<file path="config.mk">
export PLATFORM = sky130hd
export DESIGN_NAME = serial_addsub_flat
export DESIGN_NICKNAME = d
export VERILOG_FILES = /design/src/rtl/serial_addsub_if.sv /design/src/rtl/serial_addsub.sv /design/src/flat_wrapper.sv
export SDC_FILE = /design/constraint.sdc
export NUM_CORES = 1
export LEC_CHECK = 0
export BUFFER_PORTS_ARGS = -buffer_cell sky130_fd_sc_hd__buf_2
export CORE_AREA = 3 3 62 64
export DETAILED_ROUTE_END_ITERATION = 8
export DIE_AREA = 0 0 65 67
export GPL_TIMING_DRIVEN = 0
export PLACE_DENSITY = 0.72
export SLEW_MARGIN = 20
export SYNTH_ARGS = -nofsm -noshare
export SYNTH_HDL_FRONTEND = slang
export SYNTH_SLANG_ARGS = --single-unit
</file>
<file path="constraint.sdc">
create_clock -name clk -period 1.2 [get_ports clk]
set_input_delay 0.06 -clock clk [delete_from_list [all_inputs] [get_ports clk]]
set_output_delay 0.06 -clock clk [all_outputs]
set_load 0.1 [all_outputs]
</file>
<file path="src/rtl/serial_addsub_if.sv">
// Start/ack handshake and result bundle for serial_addsub.
// Master drives the operands and en; the slave (the adder) returns the result and status.
interface serial_addsub_if #(
  parameter int WIDTH = 8
);
  logic             en;
  logic             sub;
  logic [WIDTH-1:0] a;
  logic [WIDTH-1:0] b;
  logic [WIDTH-1:0] out;
  logic             cout;
  logic             ovf;
  logic             busy;
  logic             done;

  modport master (
    output en, sub, a, b,
    input  out, cout, ovf, busy, done
  );

  modport slave (
    input  en, sub, a, b,
    output out, cout, ovf, busy, done
  );
endinterface

</file>
<file path="src/rtl/serial_addsub.sv">
// Digit-serial add/subtract, DIGIT bits per cycle; done rises WIDTH/DIGIT edges after the start.
// No backpressure: en starts in IDLE, en acknowledges in DONE; operands are captured once.
module serial_addsub #(
  parameter int WIDTH = 8,
  parameter int DIGIT = 1
) (
  input logic            clk,
  input logic            rst,
  serial_addsub_if.slave bus
);
  localparam int NDIG = WIDTH / DIGIT;
  localparam int CW   = $clog2(NDIG + 1);

  typedef enum logic [1:0] {
    IDLE = 2'd0,
    RUN  = 2'd1,
    DONE = 2'd2
  } state_t;

  state_t           state;
  state_t           state_nxt;
  logic [WIDTH-1:0] a_reg;
  logic [WIDTH-1:0] b_reg;
  logic [WIDTH-1:0] out_reg;
  logic             carry;
  logic             cout_reg;
  logic             ovf_reg;
  logic [CW-1:0]    count;
  logic [DIGIT:0]   s;
  logic             c_msb;
  logic             last;

  // Carry into the digit's top bit is recovered from its sum bit and the two operand bits.
  always_comb begin
    s     = {1'b0, a_reg[DIGIT-1:0]} + {1'b0, b_reg[DIGIT-1:0]} + {{DIGIT{1'b0}}, carry};
    c_msb = s[DIGIT-1] ^ a_reg[DIGIT-1] ^ b_reg[DIGIT-1];
    last  = (count == CW'(NDIG - 1));
  end

  always_ff @(posedge clk) begin
    if (rst) begin
      state <= IDLE;
    end else begin
      state <= state_nxt;
    end
  end

  always_comb begin
    state_nxt = state;
    case (state)
      IDLE:    if (bus.en) state_nxt = RUN;
      RUN:     if (last) state_nxt = DONE;
      DONE:    if (bus.en) state_nxt = IDLE;
      default: state_nxt = IDLE;
    endcase
  end

  always_ff @(posedge clk) begin
    if (rst) begin
      a_reg    <= '0;
      b_reg    <= '0;
      out_reg  <= '0;
      carry    <= 1'b0;
      count    <= '0;
      cout_reg <= 1'b0;
      ovf_reg  <= 1'b0;
    end else begin
      case (state)
        IDLE: begin
          if (bus.en) begin
            a_reg    <= bus.a;
            b_reg    <= bus.sub ? ~bus.b : bus.b;
            carry    <= bus.sub;
            out_reg  <= '0;
            count    <= '0;
            cout_reg <= 1'b0;
            ovf_reg  <= 1'b0;
          end
        end
        RUN: begin
          // Sum digits enter at the MSB end so the result is aligned after NDIG shifts.
          out_reg <= (out_reg >> DIGIT) | (WIDTH'(s[DIGIT-1:0]) << (WIDTH - DIGIT));
          a_reg   <= a_reg >> DIGIT;
          b_reg   <= b_reg >> DIGIT;
          carry   <= s[DIGIT];
          count   <= count + CW'(1);
          if (last) begin
            cout_reg <= s[DIGIT];
            ovf_reg  <= c_msb ^ s[DIGIT];
          end
        end
        default: ;
      endcase
    end
  end

  assign bus.out  = out_reg;
  assign bus.cout = cout_reg;
  assign bus.ovf  = ovf_reg;
  assign bus.busy = (state == RUN);
  assign bus.done = (state == DONE);
endmodule

</file>
<file path="src/flat_wrapper.sv">
// flat-port wrapper written by rule: the top's interface ports become plain ports
module serial_addsub_flat 
#(
  parameter int WIDTH = 8,
  parameter int DIGIT = 1
)
  (clk, rst, bus_en, bus_sub, bus_a, bus_b, bus_out, bus_cout, bus_ovf, bus_busy, bus_done);
  serial_addsub_if #(.WIDTH(WIDTH)) bus_i ();
  input logic clk;
  input logic rst;
  input wire logic [$bits(bus_i.en)-1:0] bus_en;
  input wire logic [$bits(bus_i.sub)-1:0] bus_sub;
  input wire logic [$bits(bus_i.a)-1:0] bus_a;
  input wire logic [$bits(bus_i.b)-1:0] bus_b;
  output wire logic [$bits(bus_i.out)-1:0] bus_out;
  output wire logic [$bits(bus_i.cout)-1:0] bus_cout;
  output wire logic [$bits(bus_i.ovf)-1:0] bus_ovf;
  output wire logic [$bits(bus_i.busy)-1:0] bus_busy;
  output wire logic [$bits(bus_i.done)-1:0] bus_done;
  assign bus_i.en = bus_en;
  assign bus_i.sub = bus_sub;
  assign bus_i.a = bus_a;
  assign bus_i.b = bus_b;
  assign bus_out = bus_i.out;
  assign bus_cout = bus_i.cout;
  assign bus_ovf = bus_i.ovf;
  assign bus_busy = bus_i.busy;
  assign bus_done = bus_i.done;
  serial_addsub #(.WIDTH(WIDTH), .DIGIT(DIGIT)) u_core (.clk(clk), .rst(rst), .bus(bus_i));
endmodule
</file>
## Yosys cells after proc, flatten, opt, wreduce, memory -nomap -nowiden

Cells that the tools add are included.

- Register bits after elaboration: 33
- Bits of input ports: 20
- Word-level logic and storage cells: 47

- Add/sub/neg operators: 3
- Equal/unequal tests: 6
- Multiplexer cells: 20
- Bitwise operators: 5
- Reductions and logical operators: 5

Operator list:

| cell | number |
|---|---|
| case mux 8 bit (2 select lines) | 3 |
| two-way mux 8 bit | 4 |
| inverter 8 bit | 1 |
| OR 7 x 8 -> 8 bit | 1 |
| case mux 4 bit (2 select lines) | 1 |
| two-way mux 2 bit | 3 |
| case mux 1 bit (2 select lines) | 3 |
| case mux 2 bit (3 select lines) | 1 |
| AND reduction 3 bit | 2 |
| adder 4 x 1 -> 4 bit, second input constant | 1 |
| == test 4 x 3 -> 1 bit, second input constant | 1 |
| two-way mux 1 bit | 4 |
| two-way mux 4 bit | 1 |
| inequality test 2 bit, second input constant | 2 |
| XOR 1 bit | 3 |
| adder 1 x 1 -> 2 bit | 1 |
| adder 2 x 1 -> 2 bit | 1 |
| == test 2 x 1 -> 1 bit, second input constant | 1 |
| == test 2 bit, second input constant | 1 |
| logical NOT 2 bit | 1 |
| inequality test 2 x 1 -> 1 bit, second input constant | 1 |
| AND reduction 2 bit | 1 |
| nonzero test 2 bit | 1 |

## Longest topological paths before layout

Gate-level depths: netlist of run 1.

- Word-level depth: 7
- Gate-level depth with buffers: 5
- Gate-level depth less buffers: 4

## Least setup slack after synthesis of run 1

Ideal clock, no wire load.

- Kind: register to register
- From: reg u_core.state[1]
- To: reg u_core.state[1]
- Library setup time: 71 ps
- Data arrival time: 2288 ps
- Data required time: 1129 ps
- Setup slack: -1159 ps
- Stages on the path, launching flop included: 5
- Buffers on the path: 1
- Clock period less this slack: 2359 ps
- Cell sequence: dfxtp_1 -> buf_2 -> nor2b_1 -> a22oi_1 -> nor2_1

- Cells in the longest elaborated chain, start to end: 3
- Elaborated cells between the ends (all ways): 8

RTL lines:

| element | line | source |
|---|---|---|
| start, declared | serial_addsub.sv:20 | `state_t state;` |
| start signal, assigned | serial_addsub.sv:44 | `state <= state_nxt;` |
| == test 2 bit * | n/a |  |
| named net bus_done | flat_wrapper.sv:19 | `output wire logic [$bits(bus_i.done)-1:0] bus_done;` |
| inequality test 2 bit (no source line) | n/a |  |
| AND reduction 3 bit (no source line) | n/a |  |

Mark *: on every way through the listed nets, which the timed path passes. The rest lies on a longest branch.
A chain may end at the register's enable or synchronous reset.

## Worst setup path in the final report of run 1

- From: reg u_core.state[0]
- To: out bus_done

- Cells in the longest elaborated chain, start to end: 1

RTL lines:

| element | line | source |
|---|---|---|
| == test 2 bit | serial_addsub.sv:101 | `assign bus.done = (state == DONE);` |
| end, declared | flat_wrapper.sv:19 |  |

Every way passes these cells.

==> run_results.csv, run 1 <==
group,metric,value,unit
timing,setup_viol,17,
status,status,"finished, violations left",
placement,portBuffers,29,
detailed_routing,vias,1405,
global_routing,grt.overflow.total,0,
flow_run,cap_violations,0,
clock_tree,h-tree-depth,2,
die,die-area,0.00436,mm2
final_layout,drive_gt1_share,46.4,%
logic_synthesis,ys_seq_area_share,42.1,%
setup_path,crit_type,"flop to output pin",
logic_synthesis,ys_warn_count,0,
detailed_routing,antenna_left,0,
global_routing,grt_pass1_vias,1348,
logic_synthesis,synth_top_family_by_area,"simple AND/OR/NAND/NOR gates",
timing,rsz0062_at_grt,"true",
clock_tree,cts_made_buffers,5,
placement,dp.cells,249,
setup_path,ff2ff_path_depth,4,
hold_path,min_path_type,"input port to flop",
timing,finalHoldWorstSlack,0.0317,ns
final_layout,final_cells,268,
die,die_w,65,um
global_routing,grt_usage,19.9,%
power_and_ir_drop,switching_share,29.2,%
final_layout,multi_input_area,892,um2
power_and_ir_drop,seq_power_share,49.0,%
power_and_ir_drop,switchingPower,0.723,mW
clock_tree,cts_tree,"built",
timing,relSlewSlack,66.2,%
detailed_routing,dr.pass1.iters,4,
die,ios,32,
placement,place_area,0.00182,mm2
final_layout,syn_to_final_growth,37.4,%
die,dieHeight,67,um
die,core-area,0.00334,mm2
setup_path,path_max_fanout,6,
setup_path,critPathLaunchType,"flop",
setup_path,cpPeakStageDelay,0.39,ns
detailed_routing,wl,3990,um
logic_synthesis,synthesis.area,0.00157,mm2
global_routing,grt_pass1_wl,6490,um
setup_path,path_cells,"clkbuf_16, nor2b_4, buf_12",
placement,gp_congestion,0.871,
power_and_ir_drop,p_int,1.75,mW
power_and_ir_drop,clockPowerShare,29.1,%
power_and_ir_drop,p_leak,0.875,nW
setup_path,slowest_stage,"dfxtp_4",
logic_synthesis,synthSimpleGateAreaFrac,23.0,%
logic_synthesis,synth.mux.area_fraction,0,%
status,violations,"setup timing",
setup_path,critPathCaptureType,"output pin",
power_and_ir_drop,peakVddDrop,614,uV
global_routing,grt_use_met1,24.6,%
global_routing,grt_start_max_net_pins,11,
timing,maxSlewViolCount,0,
global_routing,antenna_found_initial,0,
final_layout,fill_cells,271,
detailed_routing,viasPerCell,5.24,
clock_tree,clock-sinks,33,
global_routing,use_met3,6.24,%
final_layout,design_area,0.00215,mm2
global_routing,busiest_layer,"met2",
logic_synthesis,synthDistinctLibCells,33,
detailed_routing,wire_per_inst,14.9,um
clock_tree,insertion_delay,0.34,ns
setup_path,crit_required,1.14,ns
timing,finalHoldViolations,0,
power_and_ir_drop,p_comb_share,21.9,%
timing,worstMarginPinSlew,0.507,ns
clock_tree,root_buffer,"clkbuf_4",
final_layout,final_util,64.6,%
logic_synthesis,yosys.area_share.adder,2.08,%
timing,worst_slack,-0.0615,ns
logic_synthesis,ys_seq_elements,33,
clock_tree,path_clk_slew,0.10,ns
logic_synthesis,syn_inst,174,
placement,dp_hpwl,2550,um
final_layout,n_antenna_cell,0,
setup_path,crit_arrival,1.20,ns
clock_tree,clock_path_buffers,2,
timing,fin_crit_sh,105,%
power_and_ir_drop,p_per_area,1150,mW/mm2
die,initial_core_util,47.0,%
timing,final.setup_skew,0.00727,ns
hold_path,min_path_cells,3,
detailed_routing,drtIter0Drc,61,
final_layout,seqCellArea,688,um2
global_routing,grtUsageMet2,32.7,%
timing,max_freq,0.793,GHz
detailed_routing,drc,0,
timing,fin_crit,1.26,ns
die,num_rows,21,
logic_synthesis,syn_nets,196,
final_layout,final_nets,243,
placement,dpl_worst_slack,-0.221,ns
logic_synthesis,syn_area_per_cell,9.01,um2
logic_synthesis,synthXorXnorAreaFrac,5.03,%
logic_synthesis,synth_compound_area_share,21.1,%
## cell type report
type,instances,area share [%]
timing repair buffer,42,14.1
tap,46,2.67
inverter,4,0.813
multi-input combinational,121,41.4
sequential,33,31.9
buffer,14,5.87
clock inverter,1,0.232
clock buffer,7,3.02
## path summary, 6_finish.rpt
kind	startpoint	to	slack (ns)
worst min-delay path	bus_b[3]	u_core.b_reg[3]	0.03
worst min register to register	u_core.a_reg[4]	u_core.a_reg[4]	0.49
worst max-delay path	u_core.state[0]	bus_done	-0.06
worst max register to register	u_core.state[0]	u_core.a_reg[0]	-0.04
## critical path, delay by kind of cell, from the launching register on
family,cells,cell delay (ns)
flip-flops,1,0.39
buffers and inverters,2,0.33
AND/OR/NAND/NOR,1,0.13
## cell families after synthesis
| kind of cell | after synthesis |
|---|---|
| flops | 33 |
| compound gates | 39 |
| xor+xnor | 9 |
| buf+inv | 20 |
| fa+ha+maj | 2 |
| simple gates | 71 |
## stage by stage
step	total power, mW	setup TNS, ns
2_1_floorplan	1.57	-0.181
6_report	2.48	-0.478
3_3_place_gp	1.66	-1.28
4_1_cts	2.47	-0.469
5_1_grt	2.61	-2.50
3_5_place_dp	1.68	-2.35
## synth_stat cells
library cell,number,area share [%]
a2111o_1,1,0.72
a2111oi_2,7,6.7
a211o_1,1,0.56
a211oi_1,1,0.48
a21oi_1,10,3.2
a22oi_1,12,5.7
a31oi_1,1,0.40
a32oi_1,1,0.56
and3b_1,1,0.56
buf_2,9,2.9
buf_4,1,0.48
buf_6,2,1.4
clkbuf_1,4,0.96
dfxtp_1,33,42
fa_1,1,1.3
ha_1,1,0.80
inv_1,3,0.72
inv_2,1,0.24
nand2_1,1,0.24
nand2b_1,9,3.6
nand3_1,3,0.96
nor2_1,36,8.6
nor2b_1,2,0.80
nor3_1,9,2.9
nor3b_1,1,0.48
o211a_1,1,0.64
o21ai_0,1,0.32
o21ba_2,2,1.3
o21bai_1,1,0.48
or3_1,1,0.40
or3b_1,8,4.5
xnor2_1,7,3.9
xor2_1,2,1.1
## routing by layer
layer / vias to the layer above / share of wire [%]
met3: 0 / 5.4
met1: 666 / 43
met5: - / 0
met2: 39 / 52
li1: 700 / -
met4: 0 / 0
## cells in the final DEF, fill, tap and decap left out, drive strengths merged
master / instances
or3: 1
nor3: 9
a211oi: 1
a211o: 1
nand2b: 9
dfxtp: 33
a31oi: 1
buf: 45
o21ai: 1
clkinv: 1
xor2: 2
clkbuf: 17
nor2b: 2
ha: 1
inv: 4
a2111o: 1
dlygate4sd3: 1
and3b: 1
a2111oi: 7
o21bai: 1
fa: 1
o211a: 1
nor2: 36
o21ba: 2
nor3b: 1
a32oi: 1
nand3: 3
a22oi: 12
or3b: 8
nand2: 1
a21oi: 10
xnor2: 7
## power groups by stage
stage          Clock (mW)  Combinational (mW)  Sequential, mW
2_1_floorplan           0               0.323            1.25
3_3_place_gp            0               0.433            1.23
3_5_place_dp            0               0.451            1.23
4_1_cts             0.739               0.525            1.21
5_1_grt             0.797               0.592            1.22
6_report            0.720               0.543            1.21
## what timing repair did
action,CTS,global route
hold endpoints to repair,1,0
buffers inserted,9,1
gates cloned,1,1
pin swaps,12,8
resized for setup,32,17
endpoints found under the setup margin,32,41
hold buffers,1,0
Power figures use the tool's default switching activity.
==> inputs of run 2 (changes only) <==
Settings changed: CORE_AREA 3 3 62 64 to 3 3 59 61, DIE_AREA 0 0 65 67 to 0 0 62 64, PLACE_DENSITY 0.72 to 0.76.
Clock period 1.2 ns to 1.3 ns, I/O delays scaled along.
==> run_results.csv, run 2 (synthesis gave the netlist of run 1 again) <==
group,metric,value,unit
placement,portBuffers,29,
clock_tree,cts_made_buffers,5,
timing,final.setup_skew,0.00669,ns
clock_tree,clock_path_buffers,2,
power_and_ir_drop,power.total,2.15,mW
final_layout,final_cell_mix,"nor2_1, buf_2, dfxtp_1",
global_routing,grt_pass1_vias,1337,
clock_tree,h-tree-depth,2,
detailed_routing,wire_per_inst,14.6,um
timing,worst_slack,0.0109,ns
timing,rsz0062_at_grt,"true",
timing,setup_viol,0,
timing,max_freq,0.776,GHz
power_and_ir_drop,p_per_area,1060,mW/mm2
power_and_ir_drop,switching_share,28.6,%
detailed_routing,vias,1391,
status,status,"finished clean",
clock_tree,cts_tree,"built",
setup_path,critPathCaptureType,"output pin",
setup_path,reg2reg_from,"u_core.state[1]",
die,core-area,0.00303,mm2
setup_path,path_max_fanout,10,
power_and_ir_drop,p_comb_share,21.9,%
die,die_w,62,um
timing,finalHoldWorstSlack,0.0543,ns
global_routing,grt_usage,20.9,%
clock_tree,clock-sinks,33,
power_and_ir_drop,peakVddDrop,771,uV
global_routing,grt.overflow.total,0,
power_and_ir_drop,p_int,1.54,mW
setup_path,critPathLaunchType,"flop",
timing,relSlewSlack,57.9,%
placement,dpl_worst_slack,-0.0691,ns
setup_path,crit_arrival,1.22,ns
detailed_routing,viasPerCell,5.41,
die,dieHeight,64,um
die,die-area,0.00397,mm2
power_and_ir_drop,clockPowerShare,26.3,%
detailed_routing,dr.pass1.iters,4,
setup_path,crit_path_start,"u_core.state[1]",
power_and_ir_drop,p_leak,0.823,nW
final_layout,final_util,66.9,%
timing,fin_crit_sh,99.2,%
detailed_routing,antenna_left,0,
final_layout,final_nets,235,
final_layout,n_antenna_cell,0,
detailed_routing,drtIter0Drc,78,
timing,maxSlewViolCount,0,
placement,dp_hpwl,2610,um
timing,fin_crit,1.29,ns
timing,worstMarginPinSlew,0.632,ns
hold_path,min_path_type,"input port to flop",
clock_tree,insertion_delay,0.32,ns
global_routing,grt_start_max_net_pins,11,
global_routing,antenna_found_initial,0,
detailed_routing,wl,3750,um
power_and_ir_drop,seq_power_share,51.8,%
timing,finalHoldViolations,0,
power_and_ir_drop,switchingPower,0.617,mW
setup_path,crit_required,1.24,ns
global_routing,grt_pass1_wl,6150,um
final_layout,drive_gt1_share,40.8,%
final_layout,final_common_cell,"nor2_1",
clock_tree,root_buffer,"clkbuf_4",
setup_path,crit_type,"flop to output pin",
hold_path,hold_path_startpoint,"bus_b[3]",
final_layout,syn_to_final_growth,29.1,%
die,ios,32,
detailed_routing,drc,0,
die,initial_core_util,51.8,%
flow_run,cap_violations,0,
final_layout,fill_cells,256,
die,num_rows,20,
placement,gp_congestion,0.842,
clock_tree,path_clk_slew,0.09,ns
## run 2: cell types whose count changed in the layout (fill, tap and decap cells not counted), moves of 3 or more
cell / before / now
buf_4: 13 / 4
a22oi_1: 7 / 12
buf_2: 22 / 30
a22oi_2: 5 / 0
clkbuf_4: 11 / 6
buf_6: 8 / 3
buf_8: 0 / 3
## run 2: worst paths after layout
check,end,cells past startpoint,slack [ns]
max,bus_busy,4,0.01
min reg2reg,u_core.a_reg[5],2,0.50
max reg2reg,u_core.count[3],4,0.03
min,u_core.b_reg[3],3,0.05
## run 2: power by group through the flow
stage	logic [mW]	registers [mW]	clock network [mW]
after floorplan	0.291	1.15	0
after global placement	0.390	1.13	0
after detailed placement	0.409	1.13	0
after CTS	0.446	1.11	0.590
after global routing	0.516	1.12	0.629
final	0.472	1.11	0.567
## run 2: what timing repair did
action / in CTS / in global routing
endpoints found under the setup margin: 12 / 33
hold buffers: 1 / 0
gates resized for setup: 20 / 24
pin swaps: 0 / 10
hold endpoints to repair: 1 / 0
setup buffers: 4 / 0
cloned: 0 / 0
## run 2: final cells by class
cell class | count | area (um2) | share of cell area (%)
multi-input cells | 121 | 871 | 43.0
flip-flops and latches | 33 | 684 | 33.8
repair buffers | 34 | 215 | 10.6
plain buffers | 14 | 126 | 6.24
clock buffers | 7 | 55.1 | 2.72
well taps | 44 | 55.1 | 2.72
inverters | 4 | 17.5 | 0.865
## run 2: critical path, cell delays in order (launching register included)
cell	delay, ns
dfxtp_4	0.37
nand2b_4	0.16
inv_4	0.06
buf_8	0.12
buf_12	0.17
## run 2: through the flow
step                setup TNS, ns  std cells  instance area (um2)
CTS                       -0.0328        258                 1940
floorplan                  -0.113        174                 1590
global placement          -0.0712        247                 1790
finish                          0        257                 2020
detailed placement         -0.198        247                 1790
global route               -0.147        257                 2020
## run 2: layer usage
| metal | GRT usage [%] | part of all wire [%] | vias to the layer above |
|---|---|---|---|
| li1 | - | - | 685 |
| met1 | 25.4 | 42 | 659 |
| met2 | 33.3 | 51 | 37 |
| met3 | 6.67 | 4.4 | 10 |
| met4 | 7.96 | 2.3 | 0 |
| met5 | 0 | 0 | - |
==> inputs of run 3 (changes only) <==
--- a/constraint.sdc
+++ b/constraint.sdc
@@ -3,2 +3,2 @@
 set_output_delay 0.065 -clock clk [all_outputs]
-set_load 0.1 [all_outputs]
+set_load 0.05 [all_outputs]
==> run_results.csv, run 3 (synthesis gave the netlist of run 1 again) <==
group,metric,value,unit
global_routing,grt_pass1_vias,1365,
timing,worstMarginPinSlew,0.554,ns
timing,relSlewSlack,63.1,%
timing,worst_slack,0.0307,ns
placement,place_area,0.00178,mm2
die,die_w,62,um
timing,rsz0062_at_grt,"true",
die,initial_core_util,51.8,%
setup_path,crit_type,"flop to flop",
die,die-area,0.00397,mm2
detailed_routing,vias,1408,
power_and_ir_drop,power.total,2.21,mW
timing,final.setup_skew,0.0157,ns
global_routing,grt_start_max_net_pins,11,
status,status,"finished clean",
die,ios,32,
final_layout,design_area,0.00200,mm2
placement,portBuffers,29,
clock_tree,root_buffer,"clkbuf_4",
setup_path,critPathCaptureType,"flop",
detailed_routing,dr.pass1.iters,4,
timing,maxSlewViolCount,0,
timing,setup_viol,0,
final_layout,fill_cells,251,
global_routing,grt_usage,20.4,%
clock_tree,clock-sinks,33,
hold_path,min_path_type,"input port to flop",
power_and_ir_drop,p_leak,0.831,nW
power_and_ir_drop,p_per_area,1110,mW/mm2
setup_path,reg2reg_slack,0.03,ns
final_layout,syn_to_final_growth,27.4,%
placement,gp_congestion,0.784,
die,core-area,0.00303,mm2
timing,finalHoldViolations,0,
timing,fin_crit,1.27,ns
setup_path,crit_arrival,1.50,ns
final_layout,final_nets,237,
clock_tree,cts_made_buffers,5,
setup_path,crit_required,1.53,ns
setup_path,critPathLaunchType,"flop",
clock_tree,path_clk_slew,0.11,ns
placement,dp_hpwl,2630,um
die,num_rows,20,
detailed_routing,wl,3800,um
clock_tree,insertion_delay,0.34,ns
timing,fin_crit_sh,97.6,%
global_routing,grt_pass1_wl,6030,um
detailed_routing,drc,0,
global_routing,antenna_found_initial,0,
placement,dpl_worst_slack,-0.0697,ns
final_layout,seqCellArea,671,um2
setup_path,path_max_fanout,10,
detailed_routing,drtIter0Drc,46,
power_and_ir_drop,peakVddDrop,760,uV
detailed_routing,wire_per_inst,14.6,um
final_layout,final_cell_mix,"nor2_1, buf_2, dfxtp_1",
final_layout,n_antenna_cell,0,
clock_tree,clock_path_buffers,2,
final_layout,drive_gt1_share,35.6,%
detailed_routing,viasPerCell,5.42,
detailed_routing,antenna_left,0,
final_layout,multi_input_area,850,um2
clock_tree,cts_tree,"built",
global_routing,grt.overflow.total,0,
clock_tree,h-tree-depth,2,
die,dieHeight,64,um
flow_run,cap_violations,0,
timing,max_freq,0.788,GHz
final_layout,final_common_cell,"nor2_1",
-- run 3: changes by cell type in the layout (fill, tap and decap cells not counted), moves of 2 or more --
cell     before  now
buf_12        2    0
dfxtp_2      13    2
buf_4         4    7
buf_6         3    6
dfxtp_1      18   29
-- run 3: layer usage --
layer	global-route usage, %	vias to the layer above	routed length (um)	part of all wire (%)
li1	-	685	-	-
met1	23.7	669	1590	42
met2	33.4	46	1920	51
met3	6.87	8	213	5.6
met4	7.69	0	74	1.9
met5	0	-	0	0
-- run 3: cell type report --
class / instances / share of cell area [%]
clock buffers: 7 / 3.26
plain buffers: 14 / 5.83
inverters: 4 / 0.752
flip-flops and latches: 33 / 33.6
repair buffers: 36 / 11.0
well taps: 44 / 2.76
multi-input cells: 121 / 42.5
clock inverters: 1 / 0.251
-- run 3: worst paths after layout --
| path | startpoint | endpoint | cells after the start |
|---|---|---|---|
| setup / recovery | u_core.state[0] | u_core.carry | 4 |
| setup reg to reg | u_core.state[0] | u_core.carry | 4 |
| hold reg to reg | u_core.a_reg[3] | u_core.a_reg[3] | 2 |
| hold / removal | bus_b[4] | u_core.b_reg[4] | 3 |
-- run 3: timing repair --
item | CTS | global route
hold endpoints to repair | 1 | 0
setup buffers | 4 | 2
endpoints found under the setup margin | 23 | 31
hold buffers | 1 | 0
gates resized for setup | 18 | 18
pin swaps | 1 | 2
-- run 3: where the power goes --
group,switching [mW],leakage (nW),internal [mW]
registers,0.0430,0.273,1.07
clock network,0.348,0.0413,0.313
logic,0.235,0.517,0.201
total,0.626,0.831,1.59
-- run 3: worst max-delay path, cell delays in order, from the launching register on --
cell and delay, ns:
dfxtp_4 0.39, buf_6 0.14, or3b_1 0.38, a21oi_1 0.18
nor3_1 0.07
-- run 3: through the flow --
step / hold slack [ns] / setup TNS [ns] / std cells / util [%]
global placement: 0.306 / -0.0440 / 247 / 58.7
detailed placement: 0.329 / -0.420 / 247 / 58.7
global route: 0.0375 / -0.0441 / 260 / 66.0
finish: 0.0433 / 0 / 260 / 66.0
floorplan: 0.213 / 0 / 174 / -
CTS: 0.0339 / -0.00998 / 259 / 63.8
